[src/rtl/tcell_row_search_pkg.sv]
// Shared defaults and helpers for the unrank table-row search engine.
package tcell_row_search_pkg;

    localparam int DEF_NUM_WIDTH  = 10;
    localparam int DEF_CELL_WIDTH = 10;
    localparam int DEF_DEPTH      = 8;

    function automatic int max_int(input int a, input int b);
        return (a > b) ? a : b;
    endfunction

endpackage

[src/rtl/tcell_row_search_if.sv]
// Bundle of table-write, request and result signals for tcell_row_search.
import tcell_row_search_pkg::*;

interface tcell_row_search_if #(
    parameter int NUM_WIDTH  = DEF_NUM_WIDTH,
    parameter int CELL_WIDTH = DEF_CELL_WIDTH,
    parameter int DEPTH      = DEF_DEPTH,
    parameter int IDX_WIDTH  = $clog2(DEPTH + 1)
);
    logic                  wr_en;
    logic [IDX_WIDTH-1:0]  wr_addr;
    logic [CELL_WIDTH-1:0] wr_data;
    logic                  clr;
    // Both channels use valid/ready: a beat transfers on the rising edge where
    // valid && ready; the sender holds valid and payload stable until then.
    logic                  in_valid;
    logic                  in_ready;
    logic [NUM_WIDTH-1:0]  in_num;
    logic                  out_valid;
    logic                  out_ready;
    logic [IDX_WIDTH-1:0]  out_idx;
    logic [NUM_WIDTH-1:0]  out_rem;
    logic                  out_hit;

    modport master (
        output wr_en, wr_addr, wr_data, clr, in_valid, in_num, out_ready,
        input  in_ready, out_valid, out_idx, out_rem, out_hit
    );

    modport slave (
        input  wr_en, wr_addr, wr_data, clr, in_valid, in_num, out_ready,
        output in_ready, out_valid, out_idx, out_rem, out_hit
    );
endinterface

[src/rtl/tcell_row_search_prio_enc.sv]
// Priority encoder: index of the lowest set bit of gt, or DEPTH when none is set.
import tcell_row_search_pkg::*;

module tcell_prio_enc #(
    parameter int DEPTH     = DEF_DEPTH,
    parameter int IDX_WIDTH = $clog2(DEPTH + 1)
) (
    input  logic [DEPTH-1:0]     gt,
    output logic [IDX_WIDTH-1:0] idx
);
    always_comb begin
        idx = IDX_WIDTH'(DEPTH);
        for (int i = DEPTH - 1; i >= 0; i--) begin
            if (gt[i]) idx = IDX_WIDTH'(i);
        end
    end
endmodule

[src/rtl/tcell_row_search.sv]
// Loadable row of DEPTH cells with a two-stage search: first cell > num and the
// remainder of num over the preceding cell.
import tcell_row_search_pkg::*;

module tcell_row_search #(
    parameter int NUM_WIDTH  = DEF_NUM_WIDTH,
    parameter int CELL_WIDTH = DEF_CELL_WIDTH,
    parameter int DEPTH      = DEF_DEPTH
) (
    input logic              clk,
    input logic              rst,
    tcell_row_search_if.slave bus
);
    localparam int IDX_WIDTH = $clog2(DEPTH + 1);
    localparam int CMP_W     = max_int(NUM_WIDTH, CELL_WIDTH);

    logic [CELL_WIDTH-1:0] cells [DEPTH];
    logic [DEPTH-1:0]      gt;
    logic [IDX_WIDTH-1:0]  enc_idx;
    logic [CMP_W-1:0]      sel_base;
    logic                  advance;
    logic                  accept;

    logic                  s1_valid;
    logic [NUM_WIDTH-1:0]  s1_num;
    logic [IDX_WIDTH-1:0]  s1_idx;
    logic [CMP_W-1:0]      s1_base;
    logic [CMP_W-1:0]      rem_full;

    logic                  s2_valid;
    logic [IDX_WIDTH-1:0]  s2_idx;
    logic [NUM_WIDTH-1:0]  s2_rem;
    logic                  s2_hit;

    assign advance      = !s2_valid || bus.out_ready;
    assign accept       = bus.in_valid && advance;
    assign bus.in_ready = advance;

    // Addresses at or beyond DEPTH match no cell, so they are silently dropped.
    always_ff @(posedge clk or posedge rst) begin
        if (rst) begin
            for (int i = 0; i < DEPTH; i++) cells[i] <= '0;
        end else begin
            for (int i = 0; i < DEPTH; i++) begin
                if (bus.wr_en && (bus.wr_addr == IDX_WIDTH'(i))) cells[i] <= bus.wr_data;
            end
        end
    end

    for (genvar g = 0; g < DEPTH; g++) begin : g_cmp
        assign gt[g] = CMP_W'(cells[g]) > CMP_W'(bus.in_num);
    end

    tcell_prio_enc #(
        .DEPTH     (DEPTH),
        .IDX_WIDTH (IDX_WIDTH)
    ) u_enc (
        .gt  (gt),
        .idx (enc_idx)
    );

    always_comb begin
        sel_base = '0;
        for (int i = 1; i <= DEPTH; i++) begin
            if (enc_idx == IDX_WIDTH'(i)) sel_base = CMP_W'(cells[i-1]);
        end
    end

    // The base never exceeds num, so the low NUM_WIDTH bits are the exact remainder.
    assign rem_full = CMP_W'(s1_num) - s1_base;

    always_ff @(posedge clk or posedge rst) begin
        if (rst) begin
            s1_valid <= 1'b0;
            s1_num   <= '0;
            s1_idx   <= '0;
            s1_base  <= '0;
            s2_valid <= 1'b0;
            s2_idx   <= '0;
            s2_rem   <= '0;
            s2_hit   <= 1'b0;
        end else if (bus.clr) begin
            s1_valid <= 1'b0;
            s2_valid <= 1'b0;
            s2_idx   <= '0;
            s2_rem   <= '0;
            s2_hit   <= 1'b0;
        end else if (advance) begin
            s1_valid <= accept;
            if (accept) begin
                s1_num  <= bus.in_num;
                s1_idx  <= enc_idx;
                s1_base <= sel_base;
            end
            s2_valid <= s1_valid;
            if (s1_valid) begin
                s2_idx <= s1_idx;
                s2_rem <= rem_full[NUM_WIDTH-1:0];
                s2_hit <= (s1_idx != IDX_WIDTH'(DEPTH));
            end
        end
    end

    assign bus.out_valid = s2_valid;
    assign bus.out_idx   = s2_idx;
    assign bus.out_rem   = s2_rem;
    assign bus.out_hit   = s2_hit;
endmodule

[src/flat_wrapper.sv]
// flat-port wrapper written by rule: the top's interface ports become plain ports
module tcell_row_search_flat 
#(
    parameter int NUM_WIDTH  = DEF_NUM_WIDTH,
    parameter int CELL_WIDTH = DEF_CELL_WIDTH,
    parameter int DEPTH      = DEF_DEPTH
)
  (clk, rst, bus_wr_en, bus_wr_addr, bus_wr_data, bus_clr, bus_in_valid, bus_in_num, bus_out_ready, bus_in_ready, bus_out_valid, bus_out_idx, bus_out_rem, bus_out_hit);
  tcell_row_search_if #(.NUM_WIDTH(NUM_WIDTH), .CELL_WIDTH(CELL_WIDTH), .DEPTH(DEPTH)) bus_i ();
  input logic clk;
  input logic rst;
  input wire logic [$bits(bus_i.wr_en)-1:0] bus_wr_en;
  input wire logic [$bits(bus_i.wr_addr)-1:0] bus_wr_addr;
  input wire logic [$bits(bus_i.wr_data)-1:0] bus_wr_data;
  input wire logic [$bits(bus_i.clr)-1:0] bus_clr;
  input wire logic [$bits(bus_i.in_valid)-1:0] bus_in_valid;
  input wire logic [$bits(bus_i.in_num)-1:0] bus_in_num;
  input wire logic [$bits(bus_i.out_ready)-1:0] bus_out_ready;
  output wire logic [$bits(bus_i.in_ready)-1:0] bus_in_ready;
  output wire logic [$bits(bus_i.out_valid)-1:0] bus_out_valid;
  output wire logic [$bits(bus_i.out_idx)-1:0] bus_out_idx;
  output wire logic [$bits(bus_i.out_rem)-1:0] bus_out_rem;
  output wire logic [$bits(bus_i.out_hit)-1:0] bus_out_hit;
  assign bus_i.wr_en = bus_wr_en;
  assign bus_i.wr_addr = bus_wr_addr;
  assign bus_i.wr_data = bus_wr_data;
  assign bus_i.clr = bus_clr;
  assign bus_i.in_valid = bus_in_valid;
  assign bus_i.in_num = bus_in_num;
  assign bus_i.out_ready = bus_out_ready;
  assign bus_in_ready = bus_i.in_ready;
  assign bus_out_valid = bus_i.out_valid;
  assign bus_out_idx = bus_i.out_idx;
  assign bus_out_rem = bus_i.out_rem;
  assign bus_out_hit = bus_i.out_hit;
  tcell_row_search #(.NUM_WIDTH(NUM_WIDTH), .CELL_WIDTH(CELL_WIDTH), .DEPTH(DEPTH)) u_core (.clk(clk), .rst(rst), .bus(bus_i));
endmodule
[config.mk]
export PLATFORM = sky130hd
export DESIGN_NAME = tcell_row_search_flat
export DESIGN_NICKNAME = d
export VERILOG_FILES = /design/src/rtl/tcell_row_search_pkg.sv /design/src/rtl/tcell_row_search_if.sv /design/src/rtl/tcell_row_search_prio_enc.sv /design/src/rtl/tcell_row_search.sv /design/src/flat_wrapper.sv
export SDC_FILE = /design/constraint.sdc
export NUM_CORES = 1
export LEC_CHECK = 0
export BUFFER_PORTS_ARGS = -buffer_cell sky130_fd_sc_hd__buf_2
export CAP_MARGIN = 20
export CORE_MARGIN = 8
export CORE_UTILIZATION = 40
export CTS_CLUSTER_SIZE = 30
export DETAILED_ROUTE_END_ITERATION = 10
export PLACE_DENSITY_LB_ADDON = 0.1
export SLEW_MARGIN = 20
export SYNTH_ARGS = -nofsm -noshare
export SYNTH_HDL_FRONTEND = slang
export SYNTH_SLANG_ARGS = --single-unit
[constraint.sdc]
create_clock -name clk -period 6.4 [get_ports clk]
set_input_delay 0.64 -clock clk [delete_from_list [all_inputs] [get_ports clk]]
set_output_delay 0.64 -clock clk [all_outputs]
set_load 0.02 [all_outputs]
* After elaboration in Yosys (flattened, before gate mapping)
Cells that the tools add are included.
** Storage, ports and cells
- Register bits :: 121
- Input port bits :: 30
- Output and inout port bits :: 17
- Logic and storage cells :: 87
** Cells by class
- $add $sub $neg :: 1
- Order comparisons :: 8
- Equality and inequality tests :: 16
- Mux-type cells :: 29
- Bitwise gates (word level) :: 1
- Reductions and logical operators :: 16
** Operators with widths (number)
- 10-bit 2-to-1 mux :: 11
- 10-bit greater-than comparator :: 8
- 4-bit 2-to-1 mux :: 11
- 4-bit by 3-bit equality test with 1-bit output, second input constant :: 8
- 4-bit by 2-bit equality test with 1-bit output, second input constant :: 4
- 10-bit subtractor :: 1
- 1-bit logical AND :: 9
- 4-bit by 1-bit equality test with 1-bit output, second input constant :: 2
- 1-bit 2-to-1 mux :: 7
- 4-bit equality test, second input constant :: 1
- 4-bit zero test :: 1
- 4-bit != test, second input constant :: 1
- 2-bit nonzero test :: 2
- 3-bit AND reduction :: 1
- 2-bit AND reduction :: 1
- 1-bit zero test :: 1
- 1-bit logical OR :: 1
- 1-bit inverter :: 1

* Logic depth before layout (Yosys ltp)
- Depth after elaboration :: 18
- Depth in mapped cells :: 12
- Gate-level depth less buffers :: 12

* Modules after synthesis
From an unflattened synthesis, not the netlist that was laid out.
** Second synthesis, totals
- Cell total of the unflattened synthesis :: 702
- Area total of the unflattened synthesis :: 7629.8 µm²
** By module, submodules not included
- tcell_row_search :: times used 1, cells each 688, area each 7543.5 µm², sequential area each 3027.9 µm²
- tcell_prio_enc :: times used 1, cells each 14, area each 86.3 µm², sequential area each 0.0 µm²

* Worst setup path before layout
No wires, ideal clock.
- Kind :: input-to-reg
- Start :: input port bus_in_num[5]
- End :: register u_core.s1_base[0]
- Library setup time :: 130 ps
- Data arrival time :: 3015 ps
- Required time :: 6270 ps
- Setup slack :: 3256 ps
- Cell stages on the path :: 12
- Buffers on the path :: 2
- Cells stage by stage :: inv_1 -> ha_1 -> a21oi_2 -> o21ai_1 -> a2111o_1 -> a222oi_1 -> and3_1 -> buf_4 -> and2_1 -> buf_4 -> a31o_1 -> a21oi_1
** On the way
- Word-level cells in the longest chain between the ends :: 18
- Elaborated cells on any way between the ends :: 32
- Those cells by class :: order compare (8); eq/ne (8); mux (16)
** Ends and longest elaborated chain
- from (decl) :: RTL line flat_wrapper.sv:17 : input wire logic [$bits(bus_i.in_num)-1:0] bus_in_num;
- 10-bit greater-than comparator :: RTL line tcell_row_search.sv:51 : assign gt[g] = CMP_W'(cells[g]) > CMP_W'(bus.in_num);
- 4-bit 2-to-1 mux (7 in series) :: RTL line tcell_row_search_prio_enc.sv:14 : if (gt[i]) idx = IDX_WIDTH'(i);
- 4-bit 2-to-1 mux * :: RTL line tcell_row_search_prio_enc.sv:14
- 4-bit by 1-bit equality test with 1-bit output :: RTL line tcell_row_search.sv:65 : if (enc_idx == IDX_WIDTH'(i)) sel_base = CMP_W'(cells[i-1]);
- 10-bit 2-to-1 mux (7 in series) :: RTL line tcell_row_search.sv:65
- 10-bit 2-to-1 mux * :: RTL line tcell_row_search.sv:65
- to (signal assigned) :: RTL line tcell_row_search.sv:93 : s1_base <= sel_base;
- to (decl) :: RTL line tcell_row_search.sv:27 : logic [CMP_W-1:0] s1_base;
Every way passes the cells marked *; elsewhere a longest branch is shown, timed or not.
A chain may end at the register's enable or synchronous reset.

* Worst setup path in the final report
- Start :: input port bus_in_num[3]
- End :: register u_core.s1_base[4]
Same word-level chain as after synthesis.

==> results.md <==
- Fin. max-slew vios: 0
- CTS resizes: 0
- Sw Ratio: 36.7%
- Yosys cell types: 66
- Initial antenna violation count: 0
- CTS tree: done
- Mux share of post-synthesis cell area: 9.62%
- Setup-failing EPs final: 0
- Share of the synthesized area in the top cell type: 39.2%
- Detail Route Antenna Nets: 0
- Vias per std cell: 5.64
- Mapped Area: 7720 um^2
- Total power draw: 3350 uW
- Critical path class: in -> reg
- Critical path startpoint category: input pin
- Setup bufs post-CTS: 0
- Syn. warnings: 0
- Cell Int Power: 2120 uW
- Chip height: 155 um
- Syn Nets: 901
- Lkg Pwr: 0.00410 uW
- EDFF count, synth: 0
- DRC: 0
- Clk pwr share: 31.3%
- Fmax: 241 MHz
- XOR/XNOR Fraction of Synth Area: 0.794%
- Worst-path clk slew: 0.06 ns
- Max IR drop VDD: 203 uV
- Hold Crit Class: in -> async
- Worst setup margin: 2.25 ns
- Die area: 24000 um^2
- Largest family of logic cells by synthesized area: compound AO/OA/AOI/OAI gates
- Tmin final: 4.15 ns
- Maximum number of pins on one net before global-route repair: 67
- Combinational share of power: 35.8%
- GRT Residual Overflow: 0
- H-tree levels: 4
- Starting Density: 40.2%
- TNS Setup: 0 ns
- Final Cycle Share: 64.8%
- Vias in the first global route: 6512
- Clk_lat worst skew: 0.43 ns
- Initial DRC Count: 322
- Post-CTS Hold Fix Bufs: 0
- Syn-to-layout area delta: 14.4%
- Post-synthesis sequential area ratio: 39.2%
- R2R cell count: 9
- Post-Synth Simple-Gate Area: 12.7%
- RSZ-0062 raised after global routing: no
- Nets@finish: 940
- IO Count: 47
- DR pass1 iterations: 6
- Total global-route track usage: 18.7%
- Mapped Cells: 781
- Cell taking the most area after synthesis: dfrtp_1
- Final Hold Vio Count: 0
- Asr flop ratio synth: 100%
- Sequential share of power: 32.9%
- Routability cong.: 0.842
- CTS Buf Count: 17
- Share of layout cells above drive strength 1: 19.7%
- Clk buf depth: 2
- Antenna diodes: 0
- Core area: 19200 um^2
- Pre-CTS setup slack: 1.83 ns
- Compound-Gate Fraction of Synth Area: 18.4%
- Die W: 155 um
- Total of max-cap violations: 0
- Sink Count: 121
- Synth Flop Type: dfrtp_1
- Crit path required time: 6.66 ns
- CTS root buf: clkbuf_16
- Switching pwr: 1230 uW
- HPWL Detailed: 16200 um
- Layout filler cell count: 1846
- Mapped Avg Cell Area: 9.89 um^2
- Slew HR: 30.6%
- Worst Skew: 0.0129 ns
- Max FO, Critical Path: 13
- Status: finished, final reports clean
- Synth Register Bits: 121
- Worst Tran Pin Value: 1.04 ns
- Vias: 6192
- Power density cells: 379 nW/um^2
- Synth Area in Adders: 14.7%
- # port buffers: 46
- Finished Core Util: 46.0%
- WL final: 21500 um
- Top post-synthesis cells by area: dfrtp_1 (39%), ha_1 (14%), mux2_2 (9.6%), o21ai_0 (4.5%), nand2_1 (3.2%)
- Most frequent cells in the layout: dfrtp_1 (121), ha_1 (89), o21ai_0 (69)
- CP Capture Type: flop
- Commonest non-fill, non-tap cell in the layout: dfrtp_1
- First-pass GRT wire length: 35000 um
- Routed len/inst: 19.6 um
- Core Rows: 51
- WP data arrival: 4.40 ns
## worst max-delay path: stages
cell	delay, ns
buf_2	0.10
inv_1	0.35
ha_1	0.34
a21oi_2	0.13
o21ai_1	0.15
a2111o_1	0.45
a222oi_1	0.85
nand4b_1	0.60
or2_2	0.49
o31ai_1	0.13
a31oi_1	0.15
## cells by family (layout without fill, tap and decap cells)
logic type               count (synthesis)  in the layout
buffers and inverters                   91            143
flip-flops                             121            121
multiplexers                            66             66
XOR/XNOR                                 7              7
AND/OR/NAND/NOR                        196            196
AO/OA/AOI/OAI                          210            210
adder cells (fa/ha/maj)                 90             90
## power by group through the flow
| stage | clock network [uW] | logic, uW | registers [uW] |
|---|---|---|---|
| final | 1050 | 1200 | 1100 |
| after global routing | 1100 | 1350 | 1130 |
| after CTS | 1070 | 1200 | 1100 |
| after detailed placement | 0 | 1190 | 1120 |
| after global placement | 0 | 1160 | 1110 |
| after floorplan | 0 | 874 | 1080 |
## cells in the mapped netlist, drive strengths merged (5+ instances only)
cell type	count
mux2	66
a21boi	8
nand2	65
nand4	18
clkbuf	22
buf	8
a31oi	6
o22ai	5
ha	89
dfrtp	121
nand3	15
and4	8
or2	6
a21o	7
o21ai	71
a31o	5
inv	61
a211oi	15
nor2	46
nand2b	9
o311ai	5
a22o	10
a221oi	6
a21oi	28
o31ai	11
## final timing paths
kind,to,slack [ns],from
setup / recovery,u_core.s1_base[4],2.25,bus_in_num[3]
hold / removal,u_core.bus.out_rem[3],0.32,rst
setup reg to reg,u_core.s1_base[4],2.55,u_core.cells[53]
hold reg to reg,u_core.bus.out_rem[3],0.47,u_core.bus.out_rem[3]
max in group asynchronous,u_core.cells[51],4.76,rst
min in group clk,u_core.bus.out_valid,0.45,bus_clr
## layout make-up
| cell class | instances | area [um^2] | area share, % |
|---|---|---|---|
| multi-input cells | 569 | 4350 | 49.2 |
| flip-flops and latches | 121 | 3030 | 34.3 |
| clock buffers | 21 | 470 | 5.32 |
| well taps | 265 | 332 | 3.75 |
| repair buffers | 50 | 260 | 2.94 |
| inverters | 61 | 231 | 2.62 |
| clock inverters | 11 | 169 | 1.91 |
## stage by stage
step	cell area, um^2	hold WS, ns	cells
finish	8840	0.318	1098
global route	8840	0.381	1098
CTS	8830	0.339	1098
detailed placement	8190	0.465	1066
global placement	8190	0.457	1066
floorplan	7720	0.454	781
## metal layers
metal,vias up,GRT usage [%],wire length (um)
met5,-,0,0
met4,0,6.67,430
met3,33,3.94,825
met2,132,32.0,10500
met1,3070,22.9,9690
li1,2957,-,-
## sequential cells by signal (all words and copies together), names as in the netlist
| name | cells |
|---|---|
| u_core.s1_idx | 4 |
| u_core.s1_base | 10 |
| u_core.bus.out_idx | 4 |
| u_core.bus.out_valid | 1 |
| u_core.s1_valid | 1 |
| u_core.bus.out_rem | 10 |
| u_core.s1_num | 10 |
| u_core.cells | 80 |
| u_core.bus.out_hit | 1 |
Note: power is estimated with default switching activity, not from simulation.
